<file path="src/rtl/arrow_pkg.sv">
// Shared launcher state encoding, arrow direction codes and LFSR helpers.
package arrow_pkg;

  typedef enum logic [1:0] {
    IDLE   = 2'd0,
    GAP    = 2'd1,
    FLIGHT = 2'd2,
    DONE   = 2'd3
  } launcher_state_e;

  localparam logic [1:0] DIR_TOP    = 2'd0;
  localparam logic [1:0] DIR_BOTTOM = 2'd1;
  localparam logic [1:0] DIR_RIGHT  = 2'd2;
  localparam logic [1:0] DIR_LEFT   = 2'd3;

  localparam logic [15:0] LFSR_MASK = 16'hB400;

  // One Galois step: shift right, fold the mask back in when a 1 falls out.
  function automatic logic [15:0] lfsr_next(input logic [15:0] cur);
    return cur[0] ? ((cur >> 1) ^ LFSR_MASK) : (cur >> 1);
  endfunction

endpackage

</file>
<file path="src/rtl/arrow_launcher_lfsr16.sv">
// 16-bit Galois LFSR that advances only when step is high; reset loads SEED.
module lfsr16
  import arrow_pkg::*;
#(
  parameter logic [15:0] SEED = 16'hACE1
) (
  input  logic        clk,
  input  logic        rst,
  input  logic        step,
  output logic [15:0] state
);

  always_ff @(posedge clk or posedge rst) begin
    if (rst)
      state <= SEED;
    else if (step)
      state <= lfsr_next(state);
  end

endmodule

</file>
<file path="src/rtl/arrow_launcher.sv">
// Arrow game sequencer: spawns one arrow at a time, scores hits, tracks lives/levels.
// Define ARROW_INVERSE_EN to allow inversed arrows from level INV_LEVEL upward.
module arrow_launcher
  import arrow_pkg::*;
#(
  parameter int          NUM_LIVES      = 3,
  parameter int          GAP_FRAMES     = 30,
  parameter int          TIMEOUT_FRAMES = 255,
  parameter int          MIN_SPEED      = 1,
  parameter int          MAX_SPEED      = 7,
  parameter int          LEVEL_UP_HITS  = 8,
  parameter int          INV_LEVEL      = 2,
  parameter logic [15:0] LFSR_SEED      = 16'hACE1
) (
  input  logic        clk,
  input  logic        rst,
  input  logic [10:0] hcount_in,
  input  logic [9:0]  vcount_in,
  input  logic        start_in,
  input  logic        is_hit_in,
  input  logic        hit_player_in,
  output logic        valid_out,
  output logic [2:0]  speed_out,
  output logic [1:0]  direction_out,
  output logic        inversed_out,
  output logic        next_out,
  output logic [15:0] score_out,
  output logic [3:0]  lives_out,
  output logic [3:0]  level_out,
  output logic        game_over_out
);

  localparam logic [1:0]  S_IDLE   = IDLE;
  localparam logic [1:0]  S_GAP    = GAP;
  localparam logic [1:0]  S_FLIGHT = FLIGHT;
  localparam logic [1:0]  S_DONE   = DONE;
  localparam logic [15:0] GAP_LD   = 16'(GAP_FRAMES);
  localparam logic [15:0] TMO_LD   = 16'(TIMEOUT_FRAMES);
  localparam logic [3:0]  LIVES_LD = 4'(NUM_LIVES);
  localparam logic [7:0]  BLK_LAST = 8'(LEVEL_UP_HITS - 1);

  logic [1:0]  state;
  logic [15:0] frame_cnt;
  logic [7:0]  blk_cnt;
  logic [1:0]  q_dir;
  logic [15:0] lfsr;
  logic        frame_tick;
  logic        retire;
  logic        player_hit;
  logic [15:0] score_nx;
  logic [3:0]  level_nx;
  logic [3:0]  lives_nx;
  logic [7:0]  blk_nx;
  logic [3:0]  entry_level;
  logic        q_inv_nx;
  logic [4:0]  speed_raw;
  logic [2:0]  speed_nx;
  logic        lfsr_unused;

  assign frame_tick = (hcount_in == 11'd0) && (vcount_in == 10'd0);

  lfsr16 #(.SEED(LFSR_SEED)) u_lfsr (
    .clk   (clk),
    .rst   (rst),
    .step  (frame_tick),
    .state (lfsr)
  );

  // A hit on the same tick as timeout expiry is one retire, scored by the hit.
  always_comb begin
    retire     = 1'b0;
    player_hit = 1'b0;
    if (state == S_FLIGHT) begin
      if (is_hit_in) begin
        retire     = 1'b1;
        player_hit = hit_player_in;
      end else if (frame_tick && frame_cnt == 16'd1) begin
        retire     = 1'b1;
        player_hit = 1'b1;
      end
    end
  end

  always_comb begin
    score_nx = score_out;
    level_nx = level_out;
    blk_nx   = blk_cnt;
    if (retire && !player_hit) begin
      if (score_out != 16'hFFFF)
        score_nx = score_out + 16'd1;
      if (blk_cnt == BLK_LAST) begin
        blk_nx = 8'd0;
        if (level_out != 4'd15)
          level_nx = level_out + 4'd1;
      end else begin
        blk_nx = blk_cnt + 8'd1;
      end
    end
  end

  assign lives_nx    = (retire && player_hit) ? lives_out - 4'd1 : lives_out;
  assign entry_level = (state == S_FLIGHT) ? level_nx : 4'd0;
  assign speed_raw   = 5'(MIN_SPEED) + {1'b0, level_out};
  assign speed_nx    = (speed_raw > 5'(MAX_SPEED)) ? 3'(MAX_SPEED) : speed_raw[2:0];

`ifdef ARROW_INVERSE_EN
  assign q_inv_nx    = lfsr[2] && ({28'd0, entry_level} >= INV_LEVEL);
  assign lfsr_unused = ^lfsr[15:3];
`else
  assign q_inv_nx    = 1'b0;
  assign lfsr_unused = ^{lfsr[15:2], entry_level, INV_LEVEL[0]};
`endif

  // next_out doubles as the queued arrow's inversed flag until launch.
  always_ff @(posedge clk or posedge rst) begin
    if (rst) begin
      state         <= S_IDLE;
      frame_cnt     <= 16'd0;
      blk_cnt       <= 8'd0;
      q_dir         <= 2'd0;
      valid_out     <= 1'b0;
      speed_out     <= 3'd0;
      direction_out <= 2'd0;
      inversed_out  <= 1'b0;
      next_out      <= 1'b0;
      score_out     <= 16'd0;
      lives_out     <= LIVES_LD;
      level_out     <= 4'd0;
      game_over_out <= 1'b0;
    end else begin
      case (state)
        S_IDLE, S_DONE: begin
          if (start_in) begin
            state         <= S_GAP;
            frame_cnt     <= GAP_LD;
            q_dir         <= lfsr[1:0];
            next_out      <= q_inv_nx;
            score_out     <= 16'd0;
            level_out     <= 4'd0;
            blk_cnt       <= 8'd0;
            lives_out     <= LIVES_LD;
            game_over_out <= 1'b0;
          end
        end
        S_GAP: begin
          if (frame_tick) begin
            if (frame_cnt == 16'd1) begin
              state         <= S_FLIGHT;
              frame_cnt     <= TMO_LD;
              valid_out     <= 1'b1;
              direction_out <= q_dir;
              inversed_out  <= next_out;
              speed_out     <= speed_nx;
              next_out      <= 1'b0;
            end else begin
              frame_cnt <= frame_cnt - 16'd1;
            end
          end
        end
        S_FLIGHT: begin
          if (retire) begin
            valid_out <= 1'b0;
            score_out <= score_nx;
            level_out <= level_nx;
            blk_cnt   <= blk_nx;
            lives_out <= lives_nx;
            if (lives_nx == 4'd0) begin
              state         <= S_DONE;
              game_over_out <= 1'b1;
            end else begin
              state     <= S_GAP;
              frame_cnt <= GAP_LD;
              q_dir     <= lfsr[1:0];
              next_out  <= q_inv_nx;
            end
          end else if (frame_tick) begin
            frame_cnt <= frame_cnt - 16'd1;
          end
        end
        default: state <= S_IDLE;
      endcase
    end
  end

endmodule

</file>
<file path="config.mk">
export PLATFORM = sky130hd
export DESIGN_NAME = arrow_launcher
export DESIGN_NICKNAME = d
export VERILOG_FILES = /design/src/rtl/arrow_pkg.sv /design/src/rtl/arrow_launcher_lfsr16.sv /design/src/rtl/arrow_launcher.sv
export SDC_FILE = /design/constraint.sdc
export NUM_CORES = 1
export LEC_CHECK = 0
export ABC_CLOCK_PERIOD_IN_PS = 2900
export BUFFER_PORTS_ARGS = -buffer_cell sky130_fd_sc_hd__buf_2
export CAP_MARGIN = 20
export CELL_PAD_IN_SITES_DETAIL_PLACEMENT = 0
export CELL_PAD_IN_SITES_GLOBAL_PLACEMENT = 2
export CORE_MARGIN = 1.5
export CORE_UTILIZATION = 37
export CTS_BUF_LIST = sky130_fd_sc_hd__clkbuf_4
export CTS_CLUSTER_SIZE = 14
export DETAILED_ROUTE_END_ITERATION = 10
export GPL_TIMING_DRIVEN = 0
export HOLD_SLACK_MARGIN = 0.06
export PLACE_DENSITY = 0.86
export SYNTH_ARGS = -nofsm -noshare
export SYNTH_HDL_FRONTEND = slang
export SYNTH_SLANG_ARGS = --single-unit
export TNS_END_PERCENT = 50
</file>
<file path="constraint.sdc">
create_clock -name clk -period 2.9 [get_ports clk]
set_input_delay 0.58 -clock clk [delete_from_list [all_inputs] [get_ports clk]]
set_output_delay 0.58 -clock clk [all_outputs]
set_load 0.01 [all_outputs]
</file>
==> flow_summary.json, run 1 <==
{
  "max-slew-margin-rel_pct": 47.9,
  "vias": 3750,
  "synth_top_area_share_pct": 38.1,
  "route.detailed.wl_per_inst_um": 15.5,
  "root_buffer": "clkbuf_4",
  "cp_max_fo": 7,
  "fmax_mhz": 348,
  "dp_slack_ps": -288,
  "area_growth_pct": 18.8,
  "design_area_mm2": 0.00507,
  "die_h_um": 110,
  "rsz0062_at_grt": "yes",
  "period_minus_slack_ps": 2870,
  "core_mm2": 0.0113,
  "num_rows": 39,
  "place_congestion": 0.811,
  "cts_num_sinks": 75,
  "path_class": "reg -> reg",
  "grt_usage_pct": 17.8,
  "hold_ws_ps": 105,
  "cap_violations": 0,
  "drv_slew": 0,
  "dieArea_mm2": 0.0122,
  "layout_common_cells": "64 x dfrtp_1, 59 x buf_2, 58 x nand2_1, 45 x nor2_1, 27 x nand3_1",
  "post-place-cells": 661,
  "via_per_inst": 5.47,
  "final-hold-violation-count": 0,
  "cp-end-kind": "register",
  "worst_pin_slew_ps": 775,
  "finalCritPeriodShare_pct": 99.0,
  "hold_class": "in -> async",
  "setup_viol": 0,
  "yosysSeqAreaShare_pct": 44.3,
  "start_util_pct": 37.7,
  "ys.flop_type": "dfrtp_1",
  "dr.pass1.iters": 4,
  "cts_made_buffers": 9,
  "slowest_delay_ps": 460,
  "drtIter0Drc": 175,
  "antenna_found_initial": 1,
  "critPathSlowestCell": "or4b_4",
  "final_common_cell": "dfrtp_1",
  "worst_r2r_path_depth": 10,
  "synth_area_leader_cell": "dfrtp_1",
  "worst_slack_ps": 30.4,
  "path_cells": "inv_2, ha_4, or4b_4, nor4_4, nand4bb_4, buf_6, o221a_1, o32ai_4, a21oi_2, mux2_1",
  "grt_pass1_vias": 3574,
  "drc": 0,
  "syn_inst": 460,
  "clkSlewWorstSetupHoldPaths_ps": 150,
  "fin_util_pct": 44.8,
  "ant_nets": 0,
  "total_power_mw": 1.76,
  "setup_tns_ps": 0,
  "powerDensity_mw_per_mm2": 346,
  "final_nets": 572,
  "grt_pass1_wl_mm": 17.9,
  "crit-reg2reg-launch": "frame_cnt[1]$_DFFE_PP0P_",
  "htree_levels": 3,
  "layout-drive-gt1-share_pct": 27.2,
  "io_buffers": 56,
  "regToRegSetupSlack_ps": 30,
  "syn_area_per_cell_um2": 9.28,
  "worst_setup_path_start_kind": "register",
  "synth_edf_count": 0,
  "peakVddDrop_v": 0.000153,
  "dpl_cell_area_mm2": 0.00476,
  "crit_required_ps": 3260,
  "globalRouteOverflowTotal": 0,
  "cts_buffer_depth": 2,
  "async_reset_ff_share_pct": 100,
  "rr_endpoint": "q_dir[1]$_DFFE_PP0P_",
  "ys_seq_elements": 75,
  "ys_warn_count": 0,
  "finalNonFillerCells": 685,
  "p_leak_nw": 2.24,
  "worstSkewPairLatency_ps": 450,
  "io_pins": 59,
  "finClkSkew_ps": 22.4,
  "wl_mm": 10.6,
  "grt_max_degree": 47,
  "synth_area_leaders": "dfrtp_1 38%, dfstp_2 6.2%, nand2_1 5.1%, o31ai_1 4.2%, nor2_1 4.0%",
  "die_w_um": 110,
  "synth_cell_types": 65,
  "worstPathArrival_ps": 3230,
  "hpwl_mm": 7.54,
  "cts_tree": "done",
  "synth_area_mm2": 0.00427,
  "outcome": "finished, final reports clean"
}
[what timing repair did]
| action | in CTS | in global routing |
|---|---|---|
| pin swaps | 1 | 4 |
| gates cloned | 0 | 0 |
| hold endpoints to repair | 0 | 0 |
| setup endpoints to repair | 22 | 30 |
| hold buffers | 0 | 0 |
| setup buffers | 2 | 7 |
| gates resized for setup | 4 | 20 |
[worst max path at each step]
stage	start	endpoint
floorplan	frame_cnt[1]$_DFFE_PP0P_	frame_cnt[12]$_DFFE_PP0P_
CTS	frame_cnt[1]$_DFFE_PP0P_	q_dir[0]$_DFFE_PP0P_
global route	frame_cnt[1]$_DFFE_PP0P_	q_dir[1]$_DFFE_PP0P_
finish	frame_cnt[1]$_DFFE_PP0P_	q_dir[1]$_DFFE_PP0P_
detailed placement	is_hit_in	score_out[13]$_DFFE_PP0P_
global placement	rst	frame_cnt[3]$_DFFE_PP0P_
[sequential cells by signal (all words and copies together), names as in the netlist]
signal	count
frame_cnt	16
score_out	16
u_lfsr.state	16
blk_cnt	8
level_out	4
lives_out	4
speed_out	3
direction_out	2
q_dir	2
state	2
game_over_out	1
valid_out	1
[layer usage]
metal / global-route usage [%] / up-vias / wire length (um)
met5: 0 / - / 0
met4: 7.44 / 0 / 187
met3: 2.52 / 16 / 441
met2: 27.1 / 88 / 4770
met1: 25.6 / 1820 / 5250
li1: - / 1826 / -
[layout make-up]
cell class | count | area (um2)
inverter | 12 | 47.5
clock inverter | 7 | 66.3
fill | 1138 | 6250
sequential | 75 | 1890
multi-input combinational | 354 | 2340
buffer | 19 | 101
tap | 143 | 179
clock buffer | 9 | 67.6
antenna | 1 | 2.50
timing repair buffer | 65 | 372
[Yosys cell counts (all sizes together) (2+ instances only)]
cell type,count
a211oi,3
a21oi,22
a2bb2oi,4
a31oi,3
and2,3
and3,6
buf,9
clkbuf,11
dfrtp,65
dfstp,10
ha,10
inv,12
mux2,18
mux2i,2
nand2,58
nand2b,4
nand3,27
nand4,6
nor2,47
nor2b,5
nor3,14
nor4,8
o211ai,4
o21a,6
o21ai,32
o31ai,27
o41ai,2
or2,4
or3,7
or4,4
or4b,3
xnor2,5
xor2,4
[worst max-delay path, delay by kind of cell, from the launching register on]
kind | cells | cell delay (ps)
AO/OA/AOI/OAI | 3 | 690
adder cells (fa/ha/maj) | 1 | 140
buffers and inverters | 2 | 280
flip-flops | 1 | 420
multiplexers | 1 | 340
AND/OR/NAND/NOR | 3 | 910
[logic make-up after synthesis]
kind of cell    count (synthesis)  share of synthesized area, %
flops                          75                          44.3
other cells                     1                        0.0879
buf+inv                        32                          3.37
compound gates                113                          18.3
fa+ha+maj                      10                          2.93
mux                            20                          5.22
xor+xnor                        9                          1.85
simple gates                  200                          24.0
[where the power goes]
group	leakage, nW	internal [mW]	switching (mW)	total, mW
combinational	1.19	0.0216	0.0364	0.0580
clock	0.0689	0.199	0.451	0.650
sequential	0.979	1.05	0.00000303	1.05
Note: power is estimated with default switching activity, not from simulation.
==> run 2: changes to the inputs <==
==> constraint.sdc (replaced) <==
create_clock -name clk -period 2.9 [get_ports clk]
set_input_delay 0.87 -clock clk [delete_from_list [all_inputs] [get_ports clk]]
set_output_delay 0.87 -clock clk [all_outputs]
set_load 0.01 [all_outputs]
==> flow_summary.json, run 2 (synthesis gave the netlist of run 1 again) <==
{
  "n_fill_cell": 1143,
  "globalRouteOverflowTotal": 0,
  "clkSlewWorstSetupHoldPaths_ps": 150,
  "cts_num_sinks": 75,
  "outcome": "finished, final reports clean",
  "wl_met2_mm": 4.86,
  "area_growth_pct": 17.6,
  "power.internal_mw": 1.27,
  "hold_class": "in -> async",
  "path_cells": "inv_2, ha_2, or4b_4, nor4_4, nand4bb_4, o21a_2, a211oi_4, buf_4, nor3_1, a2bb2oi_1",
  "place_congestion": 0.811,
  "pwr-share-comb_pct": 3.3,
  "peakVddDrop_v": 0.000153,
  "final_nets": 568,
  "num_rows": 39,
  "drc": 0,
  "worst_pin_slew_ps": 774,
  "max-slew-margin-rel_pct": 48.0,
  "io_pins": 59,
  "critPathSlowestCell": "or4b_4",
  "worstPathArrival_ps": 3150,
  "powerDensity_mw_per_mm2": 348,
  "top_layer": "met4",
  "htree_levels": 3,
  "p_sw_share_pct": 27.4,
  "regToRegSetupSlack_ps": 80,
  "wl_met3_um": 362,
  "start_util_pct": 37.7,
  "io_buffers": 56,
  "seq_power_share_pct": 59.9,
  "die_w_um": 110,
  "seqCellArea_mm2": 0.00189,
  "vias": 3685,
  "cts_tree": "done",
  "path_class": "reg -> reg",
  "crit-reg2reg-launch": "frame_cnt[1]$_DFFE_PP0P_",
  "via_per_inst": 5.41,
  "layout-drive-gt1-share_pct": 26.8,
  "cp-end-kind": "register",
  "cap_violations": 0,
  "core_mm2": 0.0113,
  "route.detailed.wl_per_inst_um": 15.5,
  "ant_nets": 0,
  "cts_made_buffers": 9,
  "worstSkewPairLatency_ps": 440,
  "cp_max_fo": 7,
  "final_common_cell": "dfrtp_1",
  "crit_required_ps": 3230,
  "antenna_found_initial": 1,
  "p_leak_nw": 2.23,
  "fmax_mhz": 355,
  "finalNonFillerCells": 681,
  "worst_r2r_path_depth": 10,
  "grt_pass1_vias": 3577,
  "grt_usage_pct": 17.9,
  "grt_max_degree": 47,
  "clockPowerShare_pct": 36.8,
  "layout_common_cells": "64 x dfrtp_1, 59 x buf_2, 58 x nand2_1, 45 x nor2_1, 27 x nand3_1",
  "wl_met1_mm": 5.29,
  "period_minus_slack_ps": 2820,
  "worst_setup_path_start_kind": "register",
  "cts_buffer_depth": 2,
  "dieArea_mm2": 0.0122,
  "p_sw_uw": 480,
  "rsz0062_at_grt": "yes",
  "total_power_mw": 1.75,
  "finClkSkew_ps": 21.6,
  "reg_top3": "frame_cnt: 16 flops, score_out: 16 flops, u_lfsr.state: 16 flops",
  "finalCritPeriodShare_pct": 97.3,
  "drtIter0Drc": 144,
  "slowest_delay_ps": 470,
  "root_buffer": "clkbuf_4",
  "hold_ws_ps": 411,
  "setup_tns_ps": 0,
  "post-place-cells": 661,
  "die_h_um": 110,
  "drv_slew": 0,
  "wl_mm": 10.6,
  "final-hold-violation-count": 0,
  "grt_pass1_wl_mm": 17.9,
  "rr_endpoint": "frame_cnt[5]$_DFFE_PP0P_",
  "hpwl_mm": 7.54,
  "dr.pass1.iters": 5,
  "setup_viol": 0,
  "multiInputGateArea_mm2": 0.00232
}
run 2: metal layers:
layer / up-vias / track usage, %
li1: 1819 / -
met5: - / 0
met4: 0 / 7.44
met2: 82 / 27.1
met1: 1780 / 25.6
met3: 4 / 2.52
run 2: worst max-delay path by stage:
| stage | endpoint | startpoint | slack [ps] | depth (start not counted) |
|---|---|---|---|---|
| floorplan | blk_cnt[0]$_DFFE_PP0P_ | rst | 140 | 1 |
| global placement | frame_cnt[3]$_DFFE_PP0P_ | rst | -910 | 2 |
| detailed placement | score_out[13]$_DFFE_PP0P_ | is_hit_in | -580 | 9 |
| CTS | q_dir[0]$_DFFE_PP0P_ | frame_cnt[1]$_DFFE_PP0P_ | -40 | 9 |
| global route | frame_cnt[6]$_DFFE_PP0P_ | frame_cnt[1]$_DFFE_PP0P_ | -30 | 10 |
| finish | frame_cnt[5]$_DFFE_PP0P_ | frame_cnt[1]$_DFFE_PP0P_ | 80 | 10 |
run 2: cell type report:
type	count	share of cell area, %
Antenna cell	1	0.0499
Buffer	19	2.07
Clock buffer	9	1.35
Clock inverter	7	1.32
Inverter	12	0.947
Multi-Input combinational cell	354	46.3
Sequential cell	75	37.7
Tap cell	143	3.57
Timing Repair Buffer	61	6.73
run 2: critical path: cells and delay by family (launching register included):
family / cells / cell delay, ps
flip-flops: 1 / 420
AO/OA/AOI/OAI: 3 / 840
AND/OR/NAND/NOR: 4 / 980
adder cells (fa/ha/maj): 1 / 180
buffers and inverters: 2 / 300
run 2: per-stage QoR:
step	worst slack [ps]	area, um2	utilization [%]
2_1_floorplan	137	4270	-
3_3_place_gp	-908	4730	41.8
3_5_place_dp	-578	4760	42.1
4_1_cts	-38.4	4940	43.6
5_1_grt	-30.8	5020	44.3
6_report	79.4	5020	44.3
run 2: power groups by stage:
stage / Clock [mW] / Combinational [mW] / Sequential, mW
after CTS: 0.674 / 0.0594 / 1.05
after global routing: 0.705 / 0.0674 / 1.05
after detailed placement: 0 / 0.0588 / 1.07
after floorplan: 0 / 0.0268 / 1.07
after global placement: 0 / 0.0532 / 1.07
final: 0.643 / 0.0582 / 1.05
run 2: timing repair:
action / 4_1_cts / 5_1_grt
gates cloned: 0 / 0
hold buffers: 0 / 0
pin swaps: 1 / 4
resized for setup: 5 / 20
buffers inserted: 2 / 2
setup endpoints to repair: 22 / 30
==> run 3: changes to the inputs <==
--- a/config.mk
+++ b/config.mk
@@ -5,7 +5,7 @@
 export SDC_FILE = /design/constraint.sdc
 export NUM_CORES = 1
 export LEC_CHECK = 0
-export ABC_CLOCK_PERIOD_IN_PS = 2900
+export ABC_CLOCK_PERIOD_IN_PS = 3100
 export BUFFER_PORTS_ARGS = -buffer_cell sky130_fd_sc_hd__buf_2
 export CAP_MARGIN = 20
 export CELL_PAD_IN_SITES_DETAIL_PLACEMENT = 0
==> constraint.sdc (replaced) <==
create_clock -name clk -period 3.1 [get_ports clk]
set_input_delay 0.93 -clock clk [delete_from_list [all_inputs] [get_ports clk]]
set_output_delay 0.93 -clock clk [all_outputs]
set_load 0.01 [all_outputs]
==> flow_summary.json, run 3 (synthesis gave the netlist of run 1 again) <==
{
  "cap_violations": 0,
  "path_delay_family": "simple AND/OR/NAND/NOR gates",
  "power.internal_mw": 1.19,
  "critPathSlowestCell": "or4b_4",
  "fmax_mhz": 340,
  "p_sw_share_pct": 27.9,
  "num_rows": 39,
  "n_fill_cell": 1145,
  "io_buffers": 56,
  "clkSlewWorstSetupHoldPaths_ps": 150,
  "setup_tns_ps": 0,
  "max-slew-margin-rel_pct": 46.9,
  "pwr-share-comb_pct": 3.2,
  "reg_top3": "frame_cnt: 16 flops, score_out: 16 flops, u_lfsr.state: 16 flops",
  "io_pins": 59,
  "die_w_um": 110,
  "period_minus_slack_ps": 2940,
  "hold_class": "in -> async",
  "cts-hold-fix-buffers": 0,
  "dr.pass1.iters": 4,
  "p_leak_nw": 2.22,
  "powerDensity_mw_per_mm2": 332,
  "p_sw_uw": 458,
  "ant_nets": 0,
  "crit_buf_inv": 3,
  "worstPathArrival_ps": 3300,
  "clockPowerShare_pct": 37.2,
  "antenna_found_initial": 1,
  "globalRouteOverflowTotal": 0,
  "die_h_um": 110,
  "grt_pass1_vias": 3542,
  "rsz0062_at_grt": "yes",
  "grt_max_degree": 47,
  "area_growth_pct": 16.1,
  "path_cells": "inv_1, ha_1, or4b_4, nor4_4, nand4bb_4, o211ai_2, a211oi_4, buf_4, or3_1, buf_4, o31ai_2",
  "cts_made_buffers": 9,
  "cp-end-kind": "register",
  "seq_power_share_pct": 59.6,
  "finalNonFillerCells": 682,
  "start_util_pct": 37.7,
  "dp_slack_ps": -438,
  "layout-drive-gt1-share_pct": 24.7,
  "layout_common_cells": "65 x dfrtp_1, 60 x buf_2, 58 x nand2_1, 45 x nor2_1, 27 x nand3_1",
  "dpl_cell_area_mm2": 0.00476,
  "drtIter0Drc": 173,
  "drc": 0,
  "crit_required_ps": 3460,
  "grt_pass1_wl_mm": 17.7,
  "cts_num_sinks": 75,
  "route.detailed.wl_per_inst_um": 15.4,
  "worst_pin_slew_ps": 790,
  "path_class": "reg -> reg",
  "cpMostUsedCell": "buf_4",
  "hpwl_mm": 7.54,
  "worst_setup_path_start_kind": "register",
  "slowest_delay_ps": 480,
  "post-place-cells": 661,
  "grt_usage_pct": 17.7,
  "setup_viol": 0,
  "design_area_mm2": 0.00495,
  "final_nets": 569,
  "outcome": "finished, final reports clean",
  "place_congestion": 0.811,
  "final-hold-violation-count": 0,
  "htree_levels": 3,
  "cts_buffer_depth": 2,
  "dieArea_mm2": 0.0122,
  "cp_max_fo": 7,
  "total_power_mw": 1.64,
  "wl_mm": 10.5,
  "drv_slew": 0,
  "vias": 3691,
  "worst_slack_ps": 158,
  "cts_tree": "done",
  "finClkSkew_ps": 20.8,
  "worstSkewPairLatency_ps": 460,
  "finalCritPeriodShare_pct": 94.9,
  "peakVddDrop_v": 0.000149,
  "via_per_inst": 5.41,
  "root_buffer": "clkbuf_4",
  "core_mm2": 0.0113,
  "final_common_cell": "dfrtp_1"
}
[run 3: what timing repair did]
action,in CTS,in global routing
resized for setup,0,5
setup buffers,0,4
endpoints found under the setup margin,0,26
[run 3: per-layer routing]
metal  vias up  GRT usage [%]  part of all wire [%]
li1       1814              -                     -
met1      1775           25.4                    50
met2        87           26.8                    45
met3        15           2.52                   4.0
met4         0           7.44                   1.7
met5         -              0                     0
[run 3: final timing paths]
kind / from / to / slack [ps] / depth (start not counted)
worst min register to register: direction_out[1]$_DFFE_PP0P_ / direction_out[1]$_DFFE_PP0P_ / 500 / 1
max in group asynchronous: rst / u_lfsr.state[5]$_DFFE_PP1P_ / 2010 / 3
worst max-delay path: frame_cnt[1]$_DFFE_PP0P_ / frame_cnt[15]$_DFFE_PP0P_ / 160 / 11
worst min-delay path: rst / score_out[15]$_DFFE_PP0P_ / 450 / 2
worst max register to register: frame_cnt[1]$_DFFE_PP0P_ / frame_cnt[15]$_DFFE_PP0P_ / 160 / 11
min in group clk: direction_out[1]$_DFFE_PP0P_ / direction_out[1]$_DFFE_PP0P_ / 500 / 1
[run 3: layout make-up]
type                       count  area, um2  share of cell area (%)
sequential                    75       1890                    38.1
buffer                        20       98.8                    2.00
timing repair buffer          61        338                    6.82
tap                          143        179                    3.61
clock inverter                 7       66.3                    1.34
multi-input combinational    354       2260                    45.7
antenna                        1       2.50                  0.0505
clock buffer                   9       67.6                    1.36
inverter                      12       47.5                   0.960
[run 3: power by group through the flow]
stage                     Sequential [mW]  Clock (mW)  Combinational (mW)
after global routing                0.980       0.660              0.0619
after CTS                           0.979       0.630              0.0552
after floorplan                     0.997           0              0.0251
after detailed placement            0.997           0              0.0550
after global placement              0.997           0              0.0497
final                               0.979       0.611              0.0533
[run 3: metrics by stage]
stage                     utilization [%]  hold WS (ps)
after floorplan                         -           454
after global placement               41.8           468
after detailed placement             42.1           477
after CTS                            43.2           448
after global routing                 43.8           482
final                                43.8           449
